`config.mk`:
```
export PLATFORM = sky130hd
export DESIGN_NAME = ym_wrbuf_flat
export DESIGN_NICKNAME = d
export VERILOG_FILES = /design/src/rtl/ym_wrbuf_if.sv /design/src/rtl/ym_wrbuf.sv /design/src/flat_wrapper.sv
export SDC_FILE = /design/constraint.sdc
export NUM_CORES = 1
export LEC_CHECK = 0
export ABC_CLOCK_PERIOD_IN_PS = 4080
export CORE_MARGIN = 2
export CORE_UTILIZATION = 40
export DETAILED_ROUTE_END_ITERATION = 8
export GPL_ROUTABILITY_DRIVEN = 0
export PLACE_DENSITY = 0.55
export SLEW_MARGIN = 20
export SYNTH_ARGS = -nofsm -noshare
export SYNTH_HDL_FRONTEND = slang
export SYNTH_SLANG_ARGS = --single-unit
export TNS_END_PERCENT = 10
```
`constraint.sdc`:
```
create_clock -name clk -period 4.08 [get_ports clk]
set_input_delay 0.816 -clock clk [delete_from_list [all_inputs] [get_ports clk]]
set_output_delay 0.816 -clock clk [all_outputs]
set_load 0.01 [all_outputs]
```
`src/rtl/ym_wrbuf_if.sv`:
```
// ym_wrbuf_if
//   Bus-controller side of the YM2203 write-posting buffer.
//   wr_stb  : one-cycle strobe, posts {wr_chip, wr_a0, wr_data}
//   wr_chip : 0 = YM #0, 1 = YM #1
//   wr_a0   : 0 = address write, 1 = data write
//   wr_data : byte to write
//   rd_req  : bus controller wants the YM pins for a read
//   rd_gnt  : pins released, the read may proceed
//   full    : write FIFO full
//   empty   : write FIFO empty and sequencer idle
//   master modport = bus controller, slave modport = ym_wrbuf.
interface ym_wrbuf_if;
  logic       wr_stb;
  logic       wr_chip;
  logic       wr_a0;
  logic [7:0] wr_data;
  logic       rd_req;
  logic       rd_gnt;
  logic       full;
  logic       empty;

  modport master (
    output wr_stb, wr_chip, wr_a0, wr_data, rd_req,
    input  rd_gnt, full, empty
  );

  modport slave (
    input  wr_stb, wr_chip, wr_a0, wr_data, rd_req,
    output rd_gnt, full, empty
  );
endinterface

```
`src/rtl/ym_wrbuf.sv`:
```
// ym_wrbuf
//   Write-posting buffer between the bus controller and two YM2203 chips.
//   Posted writes go into a FIFO and are replayed with CS/WR setup, strobe
//   and hold timing, followed by a per-chip busy recovery that depends on
//   the kind of write and on the chip's last selected register.
//   Reads are not buffered: the bus controller asks for the pins with
//   rd_req and waits for rd_gnt.
//
// Ports
//   clk, rst_n      : fclk, asynchronous active-low reset
//   bus (slave)     : wr_stb/wr_chip/wr_a0/wr_data, rd_req/rd_gnt, full/empty
//   ymcs0_n/ymcs1_n : chip selects
//   ymwr_n, yma0    : write strobe and A0
//   d_out, d_oe     : local data bus value and its drive enable
//
// Build option
//   YM_WRBUF_OVF_EN : adds ovf_clr (in), ovf (out, sticky overflow flag)
//                     and level (out, FIFO occupancy).
module ym_wrbuf #(
  parameter int unsigned DEPTH    = 16,
  parameter int unsigned T_SU     = 3,
  parameter int unsigned T_WR     = 8,
  parameter int unsigned T_HD     = 2,
  parameter int unsigned REC_ADDR = 272,
  parameter int unsigned REC_FM1  = 1328,
  parameter int unsigned REC_FM2  = 752,
  parameter int unsigned REC_SSG  = 0
) (
  input  logic                   clk,
  input  logic                   rst_n,
  ym_wrbuf_if.slave              bus,
  output logic                   ymcs0_n,
  output logic                   ymcs1_n,
  output logic                   ymwr_n,
  output logic                   yma0,
  output logic [7:0]             d_out,
  output logic                   d_oe
`ifdef YM_WRBUF_OVF_EN
  ,
  input  logic                   ovf_clr,
  output logic                   ovf,
  output logic [$clog2(DEPTH):0] level
`endif
);

  localparam int unsigned AW = $clog2(DEPTH);
  localparam int unsigned PW = AW + 1;
  localparam int unsigned TW = 8;
  localparam int unsigned RW = 11;

  typedef struct packed {
    logic       chip;
    logic       a0;
    logic [7:0] data;
  } entry_t;

  typedef enum logic [2:0] {
    S_IDLE,
    S_SETUP,
    S_STROBE,
    S_HOLD,
    S_GRANT
  } state_e;

  // FIFO
  entry_t        mem_q [DEPTH];
  logic [PW-1:0] wr_ptr_q, wr_ptr_d;
  logic [PW-1:0] rd_ptr_q, rd_ptr_d;
  logic [PW-1:0] count;
  logic          fifo_full;
  logic          fifo_empty;
  logic          push;
  logic          pop;
  entry_t        head;

  // Sequencer
  state_e        state_q, state_d;
  logic [TW-1:0] tmr_q, tmr_d;
  logic          done;
  logic          active;
  entry_t        cur_q, cur_d;

  // Per-chip shadows and recovery counters
  logic [7:0]    shadow_q [2];
  logic [7:0]    shadow_d [2];
  logic [RW-1:0] rec_q [2];
  logic [RW-1:0] rec_d [2];
  logic [RW-1:0] rec_val;
  logic          head_ready;

  // ---------------------------------------------------------------- FIFO
  assign count      = wr_ptr_q - rd_ptr_q;
  assign fifo_full  = (count == PW'(DEPTH));
  assign fifo_empty = (wr_ptr_q == rd_ptr_q);
  assign push       = bus.wr_stb && !fifo_full;
  assign head       = mem_q[rd_ptr_q[AW-1:0]];
  assign wr_ptr_d   = wr_ptr_q + PW'(push);
  assign rd_ptr_d   = rd_ptr_q + PW'(pop);

  always_ff @(posedge clk) begin
    if (push) begin
      mem_q[wr_ptr_q[AW-1:0]] <= {bus.wr_chip, bus.wr_a0, bus.wr_data};
    end
  end

  // A head entry may only issue once its own chip has recovered; the other
  // chip's counter is irrelevant.
  assign head_ready = (rec_q[head.chip] == '0);

  // ---------------------------------------------- sequencer: state register
  always_ff @(posedge clk or negedge rst_n) begin
    if (!rst_n) begin
      state_q <= S_IDLE;
      tmr_q   <= '0;
    end else begin
      state_q <= state_d;
      tmr_q   <= tmr_d;
    end
  end

  // ---------------------------------------------- sequencer: next state
  always_comb begin
    state_d = state_q;
    tmr_d   = tmr_q;
    pop     = 1'b0;
    done    = 1'b0;
    unique case (state_q)
      S_IDLE: begin
        if (bus.rd_req) begin
          state_d = S_GRANT;
        end else if (!fifo_empty && head_ready) begin
          pop     = 1'b1;
          state_d = S_SETUP;
          tmr_d   = TW'(T_SU - 1);
        end
      end
      S_SETUP: begin
        if (tmr_q == '0) begin
          state_d = S_STROBE;
          tmr_d   = TW'(T_WR - 1);
        end else begin
          tmr_d = tmr_q - TW'(1);
        end
      end
      S_STROBE: begin
        if (tmr_q == '0) begin
          state_d = S_HOLD;
          tmr_d   = TW'(T_HD - 1);
        end else begin
          tmr_d = tmr_q - TW'(1);
        end
      end
      S_HOLD: begin
        if (tmr_q == '0) begin
          state_d = S_IDLE;
          done    = 1'b1;
        end else begin
          tmr_d = tmr_q - TW'(1);
        end
      end
      S_GRANT: begin
        if (!bus.rd_req) begin
          state_d = S_IDLE;
        end
      end
      default: state_d = S_IDLE;
    endcase
  end

  // ---------------------------------------------- sequencer: outputs
  always_comb begin
    active      = (state_q == S_SETUP) || (state_q == S_STROBE) ||
                  (state_q == S_HOLD);
    ymcs0_n     = !(active && !cur_q.chip);
    ymcs1_n     = !(active && cur_q.chip);
    ymwr_n      = (state_q != S_STROBE);
    yma0        = active && cur_q.a0;
    d_out       = active ? cur_q.data : '0;
    d_oe        = active;
    bus.rd_gnt  = (state_q == S_GRANT) && bus.rd_req;
    bus.full    = fifo_full;
    bus.empty   = fifo_empty && ((state_q == S_IDLE) || (state_q == S_GRANT));
  end

  // ---------------------------------------------- shadows and recovery
  assign cur_d = pop ? head : cur_q;

  always_comb begin
    shadow_d = shadow_q;
    if (pop && !head.a0) begin
      shadow_d[head.chip] = head.data;
    end
  end

  // The shadow of the finishing chip already holds the register selected by
  // its last address write, so the recovery class is known at HOLD exit.
  always_comb begin
    if (!cur_q.a0) begin
      rec_val = RW'(REC_ADDR);
    end else if (shadow_q[cur_q.chip] inside {[8'h21:8'h9F]}) begin
      rec_val = RW'(REC_FM1);
    end else if (shadow_q[cur_q.chip] inside {[8'hA0:8'hB6]}) begin
      rec_val = RW'(REC_FM2);
    end else begin
      rec_val = RW'(REC_SSG);
    end
  end

  always_comb begin
    for (int unsigned ch = 0; ch < 2; ch++) begin
      rec_d[ch] = rec_q[ch];
      if (done && (cur_q.chip == 1'(ch))) begin
        rec_d[ch] = rec_val;
      end else if (rec_q[ch] != '0) begin
        rec_d[ch] = rec_q[ch] - RW'(1);
      end
    end
  end

  always_ff @(posedge clk or negedge rst_n) begin
    if (!rst_n) begin
      wr_ptr_q <= '0;
      rd_ptr_q <= '0;
      cur_q    <= '0;
      for (int unsigned ch = 0; ch < 2; ch++) begin
        shadow_q[ch] <= '0;
        rec_q[ch]    <= '0;
      end
    end else begin
      wr_ptr_q <= wr_ptr_d;
      rd_ptr_q <= rd_ptr_d;
      cur_q    <= cur_d;
      for (int unsigned ch = 0; ch < 2; ch++) begin
        shadow_q[ch] <= shadow_d[ch];
        rec_q[ch]    <= rec_d[ch];
      end
    end
  end

`ifdef YM_WRBUF_OVF_EN
  // ---------------------------------------------- overflow flag and level
  logic ovf_q, ovf_d;

  always_comb begin
    ovf_d = ovf_q;
    if (bus.wr_stb && fifo_full) begin
      ovf_d = 1'b1;
    end else if (ovf_clr) begin
      ovf_d = 1'b0;
    end
  end

  always_ff @(posedge clk or negedge rst_n) begin
    if (!rst_n) begin
      ovf_q <= 1'b0;
    end else begin
      ovf_q <= ovf_d;
    end
  end

  assign ovf   = ovf_q;
  assign level = count;
`endif

endmodule

```
`src/flat_wrapper.sv`:
```
// flat-port wrapper written by rule: the top's interface ports become plain ports
module ym_wrbuf_flat 
#(
  parameter int unsigned DEPTH    = 16,
  parameter int unsigned T_SU     = 3,
  parameter int unsigned T_WR     = 8,
  parameter int unsigned T_HD     = 2,
  parameter int unsigned REC_ADDR = 272,
  parameter int unsigned REC_FM1  = 1328,
  parameter int unsigned REC_FM2  = 752,
  parameter int unsigned REC_SSG  = 0
)
  (clk, rst_n, ymcs0_n, ymcs1_n, ymwr_n, yma0, d_out, d_oe, bus_wr_stb, bus_wr_chip, bus_wr_a0, bus_wr_data, bus_rd_req, bus_rd_gnt, bus_full, bus_empty);
  ym_wrbuf_if bus_i ();
  input  logic clk;
  input  logic rst_n;
  output logic ymcs0_n;
  output logic ymcs1_n;
  output logic ymwr_n;
  output logic yma0;
  output logic [7:0] d_out;
  output logic d_oe;
  input wire logic [$bits(bus_i.wr_stb)-1:0] bus_wr_stb;
  input wire logic [$bits(bus_i.wr_chip)-1:0] bus_wr_chip;
  input wire logic [$bits(bus_i.wr_a0)-1:0] bus_wr_a0;
  input wire logic [$bits(bus_i.wr_data)-1:0] bus_wr_data;
  input wire logic [$bits(bus_i.rd_req)-1:0] bus_rd_req;
  output wire logic [$bits(bus_i.rd_gnt)-1:0] bus_rd_gnt;
  output wire logic [$bits(bus_i.full)-1:0] bus_full;
  output wire logic [$bits(bus_i.empty)-1:0] bus_empty;
  assign bus_i.wr_stb = bus_wr_stb;
  assign bus_i.wr_chip = bus_wr_chip;
  assign bus_i.wr_a0 = bus_wr_a0;
  assign bus_i.wr_data = bus_wr_data;
  assign bus_i.rd_req = bus_rd_req;
  assign bus_rd_gnt = bus_i.rd_gnt;
  assign bus_full = bus_i.full;
  assign bus_empty = bus_i.empty;
  ym_wrbuf #(.DEPTH(DEPTH), .T_SU(T_SU), .T_WR(T_WR), .T_HD(T_HD), .REC_ADDR(REC_ADDR), .REC_FM1(REC_FM1), .REC_FM2(REC_FM2), .REC_SSG(REC_SSG)) u_core (.clk(clk), .rst_n(rst_n), .bus(bus_i), .ymcs0_n(ymcs0_n), .ymcs1_n(ymcs1_n), .ymwr_n(ymwr_n), .yma0(yma0), .d_out(d_out), .d_oe(d_oe));
endmodule
```
* Yosys cells after proc, flatten, opt, wreduce, memory -nomap -nowiden *
Memory sizes are Yosys's and may differ from the RTL's.
Index checks and enable logic that the tools add are counted.

operators by class
  add/subtract/negate cells = 6
  multipliers = 0
  divide/modulo/power cells = 0
  magnitude comparators = 7
  equality and inequality tests = 15
  shift-type cells = 0
  multiplexer cells = 37
  bitwise operators = 3
  reduce and logical (&&, ||, !) cells = 32

operator list
  kind                                                               number
  two-way mux 11 bit                                                 9
  two-way mux 8 bit                                                  10
  one-hot mux 8 bit (4 select lines)                                 1
  nonzero test 11 bit                                                2
  subtractor 11 x 1 -> 11 bit, second input constant                 2
  two-way mux 3 bit                                                  6
  bitwise mux 16 bit                                                 1
  less-or-equal comparator 8 bit, second input constant              2
  one-hot mux 3 bit (5 select lines)                                 1
  logical AND 1 bit                                                  13
  zero test 11 bit                                                   1
  adder 5 x 1 -> 5 bit                                               2
  two-way mux 10 bit                                                 1
  demux 8 bit (select 1 bit)                                         1
  greater-or-equal comparator 8 x 6 -> 1 bit, second input constant  1
  greater-or-equal comparator 8 bit, second input constant           1
  zero test 8 bit                                                    1
  != test 2 x 1 -> 1 bit, second input constant                      4
  subtractor 8 x 1 -> 8 bit, second input constant                   1
  two-way mux 1 bit                                                  7
  == test 3 x 2 -> 1 bit, second input constant                      2
  zero test 1 bit                                                    6
  != test 2 bit, second input constant                               3
  != test 3 x 2 -> 1 bit, second input constant                      2
  other kinds (15)                                                   20

word-level totals
  register bits after elaboration = 69
  latch bits = 0
  RAM bits = 160
  ROM bits = 0
  output and inout port bits = 16
  word-level logic and storage cells = 112
  memories kept = 1

memory list
  name          words  bits a word  read ports  clocked after memory_dff  wr ports  line            source
  u_core.mem_q  16     10           1           0                         1         ym_wrbuf.sv:66  entry_t mem_q [DEPTH];

* Depth between registers and ports, before layout *
Gate-level depths: netlist of the first run.
An unclocked memory read counts as a cell.

  depth after elaboration = 11
  depth in mapped cells = 16

* Worst setup path before layout of the first run *
Ideal clock, no wire load.

  kind = register to register
  from = reg u_core.rd_ptr_q[1]
  to = mem u_core.mem_q[1][0] in the netlist's numbering (enable)
  setup time = 0.404 ns
  arrival time = 2.903 ns
  data required time = 3.676 ns
  setup slack = 0.773 ns
  cell stages (with the launch flop) = 11
  clock period less this slack = 3.307 ns
  cell sequence = dfrtp_1 > buf_2 > inv_1 > buf_2 > ha_1 > nor2b_1 > o21bai_1 > and3_1 > o31a_1 > nand2_1 > nor4_1

on the way
  word-level cells in the longest chain between the ends = 6

ends and longest elaborated chain
  what                                     line             source
  start: declaration                       ym_wrbuf.sv:68   logic [PW-1:0] rd_ptr_q, rd_ptr_d;
  start signal: assignment                 ym_wrbuf.sv:231  rd_ptr_q <= rd_ptr_d;
  subtractor 5 bit                         ym_wrbuf.sv:92   assign count = wr_ptr_q - rd_ptr_q;
  == test 5 bit                            ym_wrbuf.sv:93   assign fifo_full = (count == PW'(DEPTH));
  zero test 1 bit                          ym_wrbuf.sv:95   assign push = bus.wr_stb && !fifo_full;
  logical AND 1 bit                        ym_wrbuf.sv:95
  two-way mux 1 bit                        ym_wrbuf.sv:101  if (push) begin
  two-way mux 1 bit (implied by the code)  ym_wrbuf.sv:102  mem_q[wr_ptr_q[AW-1:0]] <= {bus.wr_chip, bus.wr_a0, bus.wr_data};
  end: declaration                         ym_wrbuf.sv:66

No other way between the ends.

* Final worst setup path of the first run *
  from = reg u_core.wr_ptr_q[1]
  to = out bus_full

on the way
  word-level cells in the longest chain between the ends = 2

ends and longest elaborated chain
  what                      line                source
  start: declaration        ym_wrbuf.sv:67      logic [PW-1:0] wr_ptr_q, wr_ptr_d;
  start signal: assignment  ym_wrbuf.sv:230     wr_ptr_q <= wr_ptr_d;
  subtractor 5 bit          ym_wrbuf.sv:92
  == test 5 bit             ym_wrbuf.sv:93
  end: declaration          flat_wrapper.sv:29  output wire logic [$bits(bus_i.full)-1:0] bus_full;

No other way between the ends.

==> metrics.md, run 1 <==
| Metric | Value |
|---|---|
| Pwr Density | 485 nW/um2 |
| Mux share of post-synthesis cell area | 14.5% |
| Via Count | 5,636 |
| Leak pwr | 4.36 nW |
| Combinational Power Share | 7.9% |
| Hold_buf cts | 0 |
| Io pins | 30 |
| Main combinational cell family by area after synthesis | multiplexers |
| Seq pwr share | 49.1% |
| Die X | 162 um |
| Highest Clock Rate | 259 MHz |
| Syn Nets | 693 |
| Chip Height | 162 um |
| Synth Area in Adders | 1.59% |
| CP Launch Point | u_core.wr_ptr_q[1]$_DFF_PN0_ |
| Drt wl/cell | 19.8 um |
| Reg2Reg Depth | 7 |
| EDFF count, synth | 160 |
| RSZ-0062 raised after global routing | false |
| Vias per cell | 5.35 |
| Clock share of power | 43.0% |
| Largest net degree at the start of global routing | 36 |
| Slew margin rel. | 27.4% |
| Setup TNS | 0 ns |
| Syn. warnings | 0 |
| Dpl hpwl | 13,700 um |
| Fin. Hold Viols | 0 |
| Worst Skew | 0.0196 ns |
| Compound-gate portion of the synthesized area | 4.50% |
| Sequential cell area fraction in the yosys report | 65.0% |
| Max H-tree Level | 1 |
| Crit path max fanout | 10 |
| Worst R2R Start | u_core.wr_ptr_q[3]$_DFF_PN0_ |
| Total track usage | 16.3% |
| CP endpoint | bus_full |
| Worst path arrival time | 3.05 ns |
| Final number of setup-violating endpoints | 0 |
| Synth unique cells | 61 |
| Startpoint Class | flop |
| CTS sink count | 229 |
| Row cnt | 57 |
| First-pass GRT wire length | 33,400 um |
| Reg2reg end | u_core.mem_q[11][8]$_DFFE_PP_ |
| Cts repair resizes | 0 |
| Tcrit/Tclk final | 94.7% |
| Final Max Slew Viols | 0 |
| Async S/R FF share, synth | 30.1% |
| TritonRoute pass-1 iters | 5 |
| Min Tclk post-route | 3.86 ns |
| Synthesized instance count | 667 |
| Worst setup margin | 0.217 ns |
| #FFs+latches synth | 229 |
| Vias in the first global route | 5,891 |
| Internal power | 4.35 mW |
| MaxCap Viol Count | 0 |
| Final net count | 736 |
| Share of cells above drive strength 1 | 19.2% |
| XOR/XNOR Fraction of Synth Area | 1.74% |
| Clk buf depth | 3 |
| Grt total ovfl | 0 |
| Sw frac | 22.8% |
| Total core area | 24,500 um2 |
| Clock-pin slew on the worst setup and hold paths | 0.06 ns |
| # diodes | 0 |
| Synthesized cell area | 10,000 um2 |
| CTS Buf Count | 26 |
| Root buf cell | clkbuf_16 |
| Post-route ant nets | 0 |
| Clock latency on the worst-skew pair | 0.55 ns |
| Initial antenna violation count | 0 |
| CTS tree | done |
| Place WS | 0.758 ns |
| Fillers | 2,089 |
| Post-CTS setup buffers | 0 |
| Worst-Margin Slew | 1.09 ns |
| Worst Setup End Kind | primary output |
| Simple-gate area share of the yosys netlist | 10.4% |
| Die area | 26,400 um2 |
| NetSw | 1.29 mW |
| Synth-to-Final Area Change | 15.7% |
| Initial core utilization | 41.1% |
| Routed wire length | 20,800 um |
| Dominant synthesized flop cell | edfxtp_1 |
| PortBufs | 29 |
| Worst VDD drop | 0.000358 V |
| DRC errors left | 0 |
| Worst setup path class | flop to primary output |
| Initial DRC Count | 362 |
| Worst Hold Class | primary input to asynchronous set/reset pin |
| Flop-to-flop setup slack | 1.01 ns |
| Status | finished, final reports clean |
| Avg Cell Area, Syn | 15.1 um2 |
| Critical path data required time | 3.26 ns |
==> area by class of cell <==
cell class | count | area (um2) | share of cell area [%]
flip-flops and latches | 229 | 6530 | 56.2
multi-input cells | 392 | 3310 | 28.5
clock buffers | 32 | 683 | 5.88
repair buffers | 45 | 405 | 3.49
well taps | 324 | 405 | 3.49
clock inverters | 15 | 225 | 1.94
inverters | 16 | 60.1 | 0.517
==> sequential cells by signal, summed over array words and instances (netlist names) <==
register / flops
u_core.wr_ptr_q: 5
u_core.rec_q: 22
u_core.mem_q: 160
u_core.shadow_q: 16
u_core.tmr_q: 8
u_core.rd_ptr_q: 5
u_core.state_q: 3
u_core.cur_q: 10
==> metrics by stage <==
step | area [um2] | power (mW) | utilization [%] | std cells | hold WS, ns
after floorplan | 10000 | 3.07 | - | 667 | 0.451
after detailed placement | 10700 | 3.27 | 43.7 | 1006 | 0.490
final | 11600 | 5.64 | 47.5 | 1053 | 0.364
after CTS | 11600 | 5.71 | 47.5 | 1053 | 0.384
after global placement | 10700 | 3.25 | 43.7 | 1006 | 0.477
after global routing | 11600 | 5.87 | 47.5 | 1053 | 0.422
==> power by group through the flow <==
stage               combinational, mW  clock [mW]  sequential (mW)
finish                          0.447        2.42             2.77
CTS                             0.450        2.49             2.77
floorplan                       0.308           0             2.76
global route                    0.500        2.58             2.78
detailed placement              0.449           0             2.82
global placement                0.441           0             2.81
==> cell usage after synthesis, drive strengths merged (2+ instances only) <==
library cell  count  share of area [%]
xnor2            10               0.87
o22ai             2               0.12
or4               4               0.30
buf              16                1.1
nand3b            3               0.22
nor3             18               0.95
nand2            67                2.5
nand3            12               0.60
or2               3               0.19
nor3b             2               0.15
o211ai            4               0.30
dfrtp            69                 17
mux2i            11                1.5
a21oi            19               0.95
nand2b            6               0.37
a31oi            15               0.93
nor2             38                1.4
o31ai             2               0.15
and2             15               0.93
or3               6               0.37
nor2b             2               0.12
o21bai            2               0.15
mux4             40                9.3
inv              16               0.60
ha               12                1.5
nor4b             3               0.32
and3b             2               0.17
mux2             30                3.8
a211oi            4               0.30
edfxtp          160                 48
nor4              7               0.56
o21ai            16               0.83
xor2             10               0.87
clkbuf           14               0.52
and3             15               0.98
==> worst min path at each step <==
| stage | startpoint | depth (start not counted) | endpoint | slack, ns |
|---|---|---|---|---|
| after global placement | u_core.tmr_q[7]$_DFFE_PN0P_ | 1 | u_core.tmr_q[7]$_DFFE_PN0P_ | 0.48 |
| after global routing | rst_n | 1 | u_core.tmr_q[5]$_DFFE_PN0P_ | 0.42 |
| after CTS | rst_n | 1 | u_core.tmr_q[5]$_DFFE_PN0P_ | 0.38 |
| after floorplan | u_core.tmr_q[7]$_DFFE_PN0P_ | 1 | u_core.tmr_q[7]$_DFFE_PN0P_ | 0.45 |
| final | rst_n | 1 | u_core.tmr_q[5]$_DFFE_PN0P_ | 0.36 |
| after detailed placement | u_core.cur_q[1]$_DFFE_PN0N_ | 1 | u_core.cur_q[1]$_DFFE_PN0N_ | 0.49 |
==> cell families after synthesis <==
family                     count (synthesis)
AOI/OAI and AO/OA                         73
xor gates and xnor gates                  20
adders and majority gates                 13
buffers and inverters                     46
DFF                                      229
muxes                                     81
and+or+nand+nor                          205
==> worst max-delay path, cell delays in order, from the launching register on <==
cell             delay (ns)
dfrtp_1                0.52
ha_1                   0.30
nor2b_1                0.14
or4_1                  0.46
a21o_1                 0.20
nor3_1                 0.29
clkdlybuf4s50_1        0.60
==> layout by cell type, fill, tap and decap left out, drive strengths merged, types with 16 or more instances in the layout <==
cell type      count
mux4              40
dfrtp             69
buf               17
edfxtp           160
clkbuf            32
nand2             67
mux2              30
nor3              18
clkdlybuf4s50     28
nor2              38
inv               16
a21oi             19
o21ai             16
==> metal layers <==
layer	routed length [um]	share of wire [%]	GRT usage [%]	up-vias
li1	-	-	-	2640
met1	9160	44	21.4	2850
met2	10300	50	28.5	105
met3	725	3.5	2.22	41
met4	584	2.8	4.79	0
met5	0	0	0	-
Note: power is estimated with default switching activity, not from simulation.
==> inputs of run 2 (changes only) <==
==> constraint.sdc (replaced) <==
create_clock -name clk -period 4.08 [get_ports clk]
set_input_delay 0.612 -clock clk [delete_from_list [all_inputs] [get_ports clk]]
set_output_delay 0.612 -clock clk [all_outputs]
set_load 0.01 [all_outputs]
==> run 2 against run 1 <==
  * Setup slack improved by 0.082 ns
  * Clock power fell by 7%
  * Utilization fell by 0.35 points
  * Final cell count barely moved
  * Global-route usage fell by 0.075 points
  * Power fell by 3.2%
  * Non-clock buffer count did not move
  * Critical path type unchanged
  * Critical endpoint unchanged
==> metrics.md, run 2 (synthesized netlist as in run 1, its figures left out) <==
| Metric | Value |
|---|---|
| Status | finished, final reports clean |
| Max FFs per register | 160 |
| Crit path max fanout | 11 |
| Highest Clock Rate | 265 MHz |
| Max H-tree Level | 1 |
| CP Launch Point | u_core.rd_ptr_q[1]$_DFF_PN0_ |
| Final net count | 735 |
| Slew margin rel. | 27.8% |
| PnR Total Power | 5.46 mW |
| Non-filler cells, final | 1,052 |
| PortBufs | 29 |
| Tcrit/Tclk final | 92.7% |
| DRC errors left | 0 |
| Worst path arrival time | 3.17 ns |
| Setup TNS | 0 ns |
| Routed wire length | 20,900 um |
| Worst hold slack | 0.232 ns |
| Initial antenna violation count | 0 |
| RSZ-0062 raised after global routing | false |
| Die X | 162 um |
| Dpl hpwl | 13,800 um |
| Drt wl/cell | 19.9 um |
| Post-route ant nets | 0 |
| Synth-to-Final Area Change | 14.8% |
| Fillers | 2,132 |
| Min Tclk post-route | 3.78 ns |
| Largest net degree at the start of global routing | 41 |
| Vias in the first global route | 5,751 |
| Startpoint Class | flop |
| # diodes | 0 |
| Hold_buf cts | 0 |
| Total track usage | 16.2% |
| Initial DRC Count | 344 |
| Initial core utilization | 41.1% |
| Leak pwr | 4.33 nW |
| Clock latency on the worst-skew pair | 0.53 ns |
| CTS tree | done |
| Pwr Density | 473 nW/um2 |
| Place WS | 0.845 ns |
| Clock-pin slew on the worst setup and hold paths | 0.06 ns |
| Worst Setup End Kind | primary output |
| Row cnt | 57 |
| Post-CTS setup buffers | 0 |
| Worst VDD drop | 0.000357 V |
| Root buf cell | clkbuf_16 |
| Chip Height | 162 um |
| Commonest non-fill, non-tap cell in the layout | edfxtp_1 |
| Critical path data required time | 3.47 ns |
| Final number of setup-violating endpoints | 0 |
| MaxCap Viol Count | 0 |
| Placed cell count | 1,006 |
| Worst R2R Start | u_core.rd_ptr_q[1]$_DFF_PN0_ |
| Die area | 26,400 um2 |
| Fin. Hold Viols | 0 |
| First-pass GRT wire length | 32,800 um |
| Worst setup margin | 0.299 ns |
| Final Max Slew Viols | 0 |
| Vias per cell | 5.38 |
| Share of cells above drive strength 1 | 18.7% |
| CTS Buf Count | 25 |
| Worst setup path class | flop to primary output |
| Worst-Margin Slew | 1.08 ns |
| Total core area | 24,500 um2 |
| Area taken by multi-input logic gates | 3300 um2 |
| Cts repair resizes | 0 |
| Io pins | 30 |
| CTS sink count | 229 |
| Worst Skew | 0.0117 ns |
| Grt total ovfl | 0 |
| TritonRoute pass-1 iters | 4 |
| Worst Hold Class | primary input to asynchronous set/reset pin |
| Via Count | 5,664 |
| Clk buf depth | 3 |
| Most frequent cells in the layout | 160 x edfxtp_1, 68 x dfrtp_1, 66 x nand2_1 |
| Register Area | 6530 um2 |
-- run 2: cell types whose count changed in the layout (fill, tap and decap cells not counted) --
cell	before	now
bufinv_16	5	2
nor2_1	34	36
nor2_2	4	2
clkinv_1	2	3
clkinv_16	1	0
clkinv_2	6	5
clkinv_4	0	1
clkinvlp_4	1	0
inv_16	0	1
inv_6	0	1
inv_8	0	1
-- run 2: area by class of cell --
cell class	instances	share of cell area [%]
flip-flops and latches	229	56.6
clock inverters	14	1.26
well taps	324	3.51
multi-input cells	392	28.6
clock buffers	32	5.92
repair buffers	45	3.51
inverters	16	0.521
-- run 2: final timing paths --
check | to | slack (ns) | cells past startpoint
worst max-delay path | bus_full | 0.30 | 8
worst min-delay path | u_core.tmr_q[5]$_DFFE_PN0P_ | 0.23 | 1
worst max register to register | u_core.mem_q[10][0]$_DFFE_PP_ | 0.98 | 9
worst min register to register | u_core.tmr_q[7]$_DFFE_PN0P_ | 0.49 | 1
max in group asynchronous | u_core.rec_q[13]$_DFFE_PN0P_ | 2.89 | 2
min in group clk | u_core.tmr_q[7]$_DFFE_PN0P_ | 0.49 | 1
-- run 2: power by group --
group	total, mW	internal, mW	switching [mW]
Combinational	0.445	0.156	0.289
Sequential	2.77	2.69	0.0837
Clock	2.24	1.33	0.918
Total	5.46	4.17	1.29
-- run 2: per-stage QoR --
stage	util [%]	area (um2)
finish	47.1	11500
floorplan	-	10000
global route	47.1	11500
detailed placement	43.7	10700
global placement	43.7	10700
CTS	47.1	11500
-- run 2: critical path, cell delays in order (launching register included) --
cell and delay (ns):
dfrtp_1 0.38, inv_1 0.05, buf_4 0.19, ha_1 0.27, nor2b_1 0.15, or4_1 0.46, a21o_1 0.20, nor3_1 0.34
clkdlybuf4s50_1 0.61
-- run 2: metal layers --
metal,global-route usage [%],vias up,routed length (um)
met5,0,-,0
li1,-,2620,-
met3,3.11,34,964
met1,21.1,2879,8990
met2,27.8,131,10400
met4,4.91,0,582
==> inputs of run 3 (changes only) <==
--- a/config.mk
+++ b/config.mk
@@ -8,3 +8,3 @@
 export ABC_CLOCK_PERIOD_IN_PS = 4080
-export CORE_MARGIN = 2
+export CORE_MARGIN = 3
 export CORE_UTILIZATION = 40
==> constraint.sdc (replaced) <==
create_clock -name clk -period 4.08 [get_ports clk]
set_input_delay 0.816 -clock clk [delete_from_list [all_inputs] [get_ports clk]]
set_output_delay 0.816 -clock clk [all_outputs]
set_load 0.01 [all_outputs]
==> run 3 against run 2 <==
  * Die area increased by 2.5%
  * Non-clock buffer count unchanged
  * Via count decreased by 1.0%
  * Sequential power about the same
  * Routed wire length decreased by 0.37%
  * Power increased by 3.4%
==> metrics.md, run 3 (synthesized netlist as in run 1, its figures left out) <==
| Metric | Value |
|---|---|
| Crit-path max cell delay | 0.60 ns |
| Reg2reg end | u_core.mem_q[11][5]$_DFFE_PP_ |
| Hold_buf cts | 0 |
| Min Tclk post-route | 3.93 ns |
| Fin. Hold Viols | 0 |
| Crit path max fanout | 11 |
| CP top delay family | buffers and inverters |
| Worst VDD drop | 0.000359 V |
| Sw frac | 22.9% |
| Worst R2R Start | u_core.rd_ptr_q[3]$_DFF_PN0_ |
| Seq pwr share | 49.1% |
| Worst setup margin | 0.153 ns |
| Flop-to-flop setup slack | 1.01 ns |
| CP Launch Point | u_core.rd_ptr_q[3]$_DFF_PN0_ |
| Crit-path cells | inv_1 -> buf_4 -> ha_1 -> xor2_1 -> or4_1 -> a21o_1 -> nor3_1 -> clkdlybuf4s50_1 |
| Worst-Margin Slew | 1.03 ns |
| Grt total ovfl | 0 |
| Total track usage | 15.8% |
| Leak pwr | 4.36 nW |
| Initial core utilization | 40.9% |
| Slew margin rel. | 30.9% |
| Root buf cell | clkbuf_16 |
| Place WS | 0.699 ns |
| Worst setup path class | flop to primary output |
| Pwr Density | 486 nW/um2 |
| Status | finished, final reports clean |
| Total core area | 24,500 um2 |
| Critical path data required time | 3.26 ns |
| NetSw | 1.29 mW |
| Io pins | 30 |
| Fillers | 2,137 |
| Bufs and invs on worst path | 3 |
| Final core utilization | 47.3% |
| Largest net degree at the start of global routing | 51 |
| Post-DP Area | 10,700 um2 |
| Post-route ant nets | 0 |
| Max FFs per register | 160 |
| Max H-tree Level | 1 |
| Startpoint Class | flop |
| Design area | 11,600 um2 |
| Via Count | 5,605 |
| CTS sink count | 229 |
| Share of cells above drive strength 1 | 19.1% |
| Post-CTS setup buffers | 0 |
| Routed wire length | 20,800 um |
| Row cnt | 57 |
| Placed cell count | 1,006 |
| Worst Setup End Kind | primary output |
| Reg2Reg Depth | 9 |
| CTS Buf Count | 25 |
| Final net count | 735 |
| Drt wl/cell | 19.8 um |
| Dpl hpwl | 13,600 um |
| Chip Height | 164 um |
| Final number of setup-violating endpoints | 0 |
| Vias in the first global route | 5,712 |
| Initial antenna violation count | 0 |
| CTS tree | done |
| Final Max Slew Viols | 0 |
| Die X | 164 um |
| Clock-pin slew on the worst setup and hold paths | 0.06 ns |
| Highest Clock Rate | 255 MHz |
| CP max stage cell | clkdlybuf4s50_1 |
| Worst Skew | 0.00730 ns |
| Setup TNS | 0 ns |
| # diodes | 0 |
| Worst path arrival time | 3.11 ns |
| Synth-to-Final Area Change | 15.5% |
| Worst hold slack | 0.234 ns |
| PortBufs | 29 |
| Clock latency on the worst-skew pair | 0.53 ns |
| PnR Total Power | 5.64 mW |
| Clk buf depth | 3 |
| DRC errors left | 0 |
| Internal power | 4.35 mW |
| Cts repair resizes | 0 |
| Non-filler cells, final | 1,052 |
| Initial DRC Count | 371 |
| Vias per cell | 5.33 |
| Clock share of power | 42.9% |
| Most frequent cells in the layout | 160 x edfxtp_1, 68 x dfrtp_1, 66 x nand2_1 |
| TritonRoute pass-1 iters | 4 |
| RSZ-0062 raised after global routing | false |
| First-pass GRT wire length | 32,800 um |
| Worst Hold Class | primary input to asynchronous set/reset pin |
| Combinational Power Share | 8.0% |
| Die area | 27,000 um2 |
| MaxCap Viol Count | 0 |
| Commonest non-fill, non-tap cell in the layout | edfxtp_1 |
| Tcrit/Tclk final | 96.2% |
run 3: routing by layer:
layer,routed length (um),GRT usage (%)
met1,9140,21.0
met2,10300,27.2
met3,933,2.68
met4,435,3.96
met5,0,0
run 3: power groups by stage:
stage / clock, mW / combinational, mW / sequential [mW]
global route: 2.58 / 0.508 / 2.79
global placement: 0 / 0.439 / 2.81
detailed placement: 0 / 0.453 / 2.82
floorplan: 0 / 0.308 / 2.76
finish: 2.42 / 0.450 / 2.77
CTS: 2.49 / 0.454 / 2.77
run 3: cell type report:
cell class	count	area [um2]	area share [%]
Sequential cell	229	6530	56.3
Tap cell	324	405	3.49
Inverter	16	60.1	0.518
Timing Repair Buffer	45	405	3.49
Clock inverter	18	256	2.21
Multi-Input combinational cell	392	3310	28.5
Clock buffer	28	637	5.49
run 3: how the worst max path moves through the flow:
stage / cells after the start / to / slack [ns]
floorplan: 10 / u_core.mem_q[1][0]$_DFFE_PP_ / 0.77
global placement: 8 / bus_full / 0.73
detailed placement: 8 / bus_full / 0.70
CTS: 8 / bus_full / 0.12
global route: 8 / bus_full / 0.02
finish: 8 / bus_full / 0.15
==> variant 1 (config.mk and constraints of run 1) <==
`DEPTH` is set to 16 in 2 places; all go to 64.
--- a/src/rtl/ym_wrbuf.sv
+++ b/src/rtl/ym_wrbuf.sv
@@ -17,7 +17,7 @@
 //   YM_WRBUF_OVF_EN : adds ovf_clr (in), ovf (out, sticky overflow flag)
 //                     and level (out, FIFO occupancy).
 module ym_wrbuf #(
-  parameter int unsigned DEPTH    = 16,
+  parameter int unsigned DEPTH    = 64,
   parameter int unsigned T_SU     = 3,
   parameter int unsigned T_WR     = 8,
   parameter int unsigned T_HD     = 2,
--- a/src/flat_wrapper.sv
+++ b/src/flat_wrapper.sv
@@ -1,7 +1,7 @@
 // flat-port wrapper written by rule: the top's interface ports become plain ports
 module ym_wrbuf_flat 
 #(
-  parameter int unsigned DEPTH    = 16,
+  parameter int unsigned DEPTH    = 64,
   parameter int unsigned T_SU     = 3,
   parameter int unsigned T_WR     = 8,
   parameter int unsigned T_HD     = 2,
Formal check against the unedited RTL: no difference found for any inputs over 4 cycles, from zero or initial values and one cycle with rst_n low; that may be too few to reach the edited logic, so the function may still have changed.
==> variant 1 against run 1 <==
Area after synthesis rose to 2.9 times the old value. First-iteration DRC count rose to 4.0 times the old value. Setup slack got worse by 76 ps. Via count rose to 2.8 times the old value. Die area rose to 2.8 times the old value. Cell area rose to 2.9 times the old value. Routed wire length rose to 3.4 times the old value. Power rose to 3.8 times the old value. Sequential cell count rose by 484. Critical path type unchanged. Critical endpoint unchanged. Largest cell class unchanged. Largest power group unchanged.
==> variant 1: results <==
{
  "status": "complete, no violations",
  "routed_via_density": 5.60,
  "grt_pass1_wl_um": 106000,
  "crit_arrival_ps": 3120,
  "fmax_mhz": 254,
  "wl_per_cell_um": 25.5,
  "insertion_delay_ps": 630,
  "numCtsBuffers": 76,
  "synth-adder-area-share": 0.00607,
  "num_vias": 15700,
  "internal_power_mw": 14.9,
  "placedCellCount": 2669,
  "hold_slack_ps": 320,
  "r2r_setup_slack_ps": 350,
  "synth_nets": 1674,
  "layout.nets": 1826,
  "first_iter_violations": 1457,
  "pwr-share-clk": 0.331,
  "largest_register_ffs": 640,
  "max_stage_delay_ps": 500,
  "ys_seq_area_frac": 0.729,
  "grt_max_degree": 74,
  "peakVddDrop_mv": 0.387,
  "dpl-instance-area_mm2": 0.0309,
  "synth_xor_area_frac": 0.00819,
  "p_leak_nw": 11.4,
  "worstReg2RegEnd": "u_core.rd_ptr_q[5]",
  "htreeDepth": 3,
  "pre_cts_ws_ps": 381,
  "combPwrFrac": 0.252,
  "drive_above_1_share": 0.197,
  "syn_area_per_cell_um2": 17.5,
  "gr-usage-all-layers": 0.194,
  "dp_hpwl_um": 45000,
  "synth-async-reset-ratio": 0.102,
  "worstPathMaxFanout": 8,
  "relSlewSlack": 0.246,
  "antenna_found_initial": 1,
  "synth.mux.area_fraction": 0.132,
  "synth_area_leaders": "edfxtp_1 67%, mux4_2 6.9%, dfrtp_1 6.3%",
  "power_mw": 21.3,
  "synth_compound_area_frac": 0.0568,
  "synth.top_cells.by_count": "640 x edfxtp_1, 162 x mux2i_1, 111 x nor2_1, 89 x mux4_2, 73 x dfrtp_1",
  "finClkSkew_ps": 22.7
}
-- variant 1: final cells by class --
cell class | count | area (µm²)
Tap cell | 950 | 1190
Inverter | 42 | 158
Fill cell | 6026 | 38000
Clock buffer | 93 | 2030
Sequential cell | 713 | 21100
Clock inverter | 46 | 529
Multi-Input combinational cell | 806 | 7200
Timing Repair Buffer | 159 | 1280
Antenna cell | 1 | 2.50
-- variant 1: per-layer routing --
layer / track usage / vias up / share of wire
met3: 0.0367 / 109 / 0.063
met2: 0.298 / 456 / 0.46
met4: 0.0654 / 2 / 0.027
met5: 0 / - / 0.00018
met1: 0.278 / 8229 / 0.45
li1: - / 6926 / -
-- variant 1: logic make-up (layout without fill, tap and decap cells) --
group	count (synthesis)	count (layout)
flip-flops	713	713
AND/OR/NAND/NOR	275	275
multiplexers	259	259
AO/OA/AOI/OAI	231	231
buffers and inverters	127	340
XOR/XNOR	27	27
adder cells (fa/ha/maj)	14	14
other	0	1
==> variant 2 (config.mk and constraints of run 1) <==
Made on the original files. Re-encode `state_e` (5 states) as one-hot, 5 bits wide.
--- a/src/rtl/ym_wrbuf.sv
+++ b/src/rtl/ym_wrbuf.sv
@@ -54,12 +54,12 @@
     logic [7:0] data;
   } entry_t;
 
-  typedef enum logic [2:0] {
-    S_IDLE,
-    S_SETUP,
-    S_STROBE,
-    S_HOLD,
-    S_GRANT
+  typedef enum logic [4:0] {
+    S_IDLE   = 5'b00001,
+    S_SETUP  = 5'b00010,
+    S_STROBE = 5'b00100,
+    S_HOLD   = 5'b01000,
+    S_GRANT  = 5'b10000
   } state_e;
 
   // FIFO
Formal check against the unedited RTL: no difference found for any inputs over 4 cycles, from zero or initial values and one cycle with rst_n low; so few cycles prove little.
==> variant 2 against run 1 <==
Cell area decreased by 0.34%. Sequential cell count increased by 2. Sequential share of layout area increased by 0.64 points. Area after synthesis about the same. Routed wire length decreased by 0.61%. Utilization decreased by 1.1 points. Global-route usage about the same. Clock skew increased by 1.3 ps. Setup slack improved by 230 ps. Critical path type unchanged. Highest routed layer unchanged.
Power is not compared: it rests on default switching activity, and its combinational part moved more than twofold at a synthesized area within 25%.
==> variant 2: results <==
{
  "ctsResizeCount": 0,
  "grt_pass1_vias": 5764,
  "max_stage_delay_ps": 660,
  "ys_types": 62,
  "dr.pass1.iters": 4,
  "drive_above_1_share": 0.209,
  "ys_seq_area_frac": 0.655,
  "synth-async-reset-ratio": 0.307,
  "met2_length_um": 10400,
  "synth_compound_area_frac": 0.0424,
  "wl_met3_um": 1030,
  "synth_xor_area_frac": 0.0226,
  "gr-usage-all-layers": 0.163,
  "numCtsBuffers": 25,
  "synth-adder-area-share": 0.0149,
  "first_iter_violations": 352,
  "met2_usage": 0.279,
  "worstReg2RegEnd": "u_core.rd_ptr_q[4]",
  "dpl-instance-area_mm2": 0.0108,
  "grt_max_degree": 72,
  "finClkSkew_ps": 20.9,
  "cpMaxStageDelayCell": "dfrtp_2",
  "reg2regPathDepth": 9,
  "cp_top_family": "flip-flops",
  "crit_arrival_ps": 2820,
  "num_vias": 5528,
  "fillers": 2179,
  "synth_area_leaders": "edfxtp_1 48%, dfrtp_1 17%, mux4_2 11%",
  "layout.nets": 715,
  "status": "complete, no violations",
  "use_met3": 0.0262,
  "clkTransAtPathRegs_ps": 60,
  "r2r_start": "u_core.rd_ptr_q[0]",
  "dp_hpwl_um": 13700,
  "synth_nets": 658,
  "drt-total-wl_um": 20700,
  "insertion_delay_ps": 520,
  "worstPathMaxFanout": 14,
  "use_met1": 0.218,
  "wl_met1_um": 8830,
  "r2r_setup_slack_ps": 990,
  "antenna_found_initial": 0,
  "synth.mux.area_fraction": 0.161,
  "synth.top_cells.by_count": "160 x edfxtp_1, 70 x dfrtp_1, 50 x mux4_2, 48 x nor2_1, 33 x nand2_1",
  "grt_pass1_wl_um": 33000,
  "htreeDepth": 1,
  "relSlewSlack": 0.388
}
==> variant 2: through the flow <==
step                std cells  worst slack [ps]  power, mW  hold WS, ps   util
floorplan                 632               761       4.71          451      -
global placement          992               918       5.22          475  0.434
detailed placement        992               896       5.29          478  0.434
CTS                      1035               368       7.38          466  0.464
global route             1035               208       7.69          509  0.464
finish                   1035               444       7.27          453  0.464
==> variant 2: worst register-to-register path: stages (launching register included) <==
cell and delay, ps:
dfrtp_2 660, buf_4 550, mux4_2 430, mux2i_1 270
nand2_1 180, nor3_1 220, ha_1 210, ha_1 180
nand3_1 100, xnor2_1 150
==> variant 2: area by class of cell <==
class / count / share of cell area
repair buffers: 53 / 0.0404
well taps: 330 / 0.0357
clock buffers: 31 / 0.0560
flip-flops and latches: 231 / 0.569
inverters: 15 / 0.00486
clock inverters: 12 / 0.00810
multi-input cells: 363 / 0.286
==> variant 2: worst max-delay path by stage <==
stage                    endpoint  slack (ps)
3_3_place_gp             bus_full         920
4_1_cts                  bus_full         370
2_1_floorplan  u_core.mem_q[0][0]         760
3_5_place_dp   u_core.rd_ptr_q[4]         900
6_report                 bus_full         440
5_1_grt                  bus_full         210
==> variant 2: power by group through the flow <==
stage	sequential [mW]	clock, mW	combinational [mW]
finish	3.32	2.06	1.90
global route	3.38	2.23	2.09
CTS	3.32	2.12	1.94
detailed placement	3.36	0	1.92
global placement	3.34	0	1.88
floorplan	3.18	0	1.53
==> variant 2: kinds of logic (layout without fill, tap and decap cells) <==
kind of cell             count (synthesis)  after routing
flip-flops                             231            231
adder cells (fa/ha/maj)                 12             12
AND/OR/NAND/NOR                        172            172
multiplexers                            89             89
XOR/XNOR                                26             26
AO/OA/AOI/OAI                           64             64
buffers and inverters                   38            111
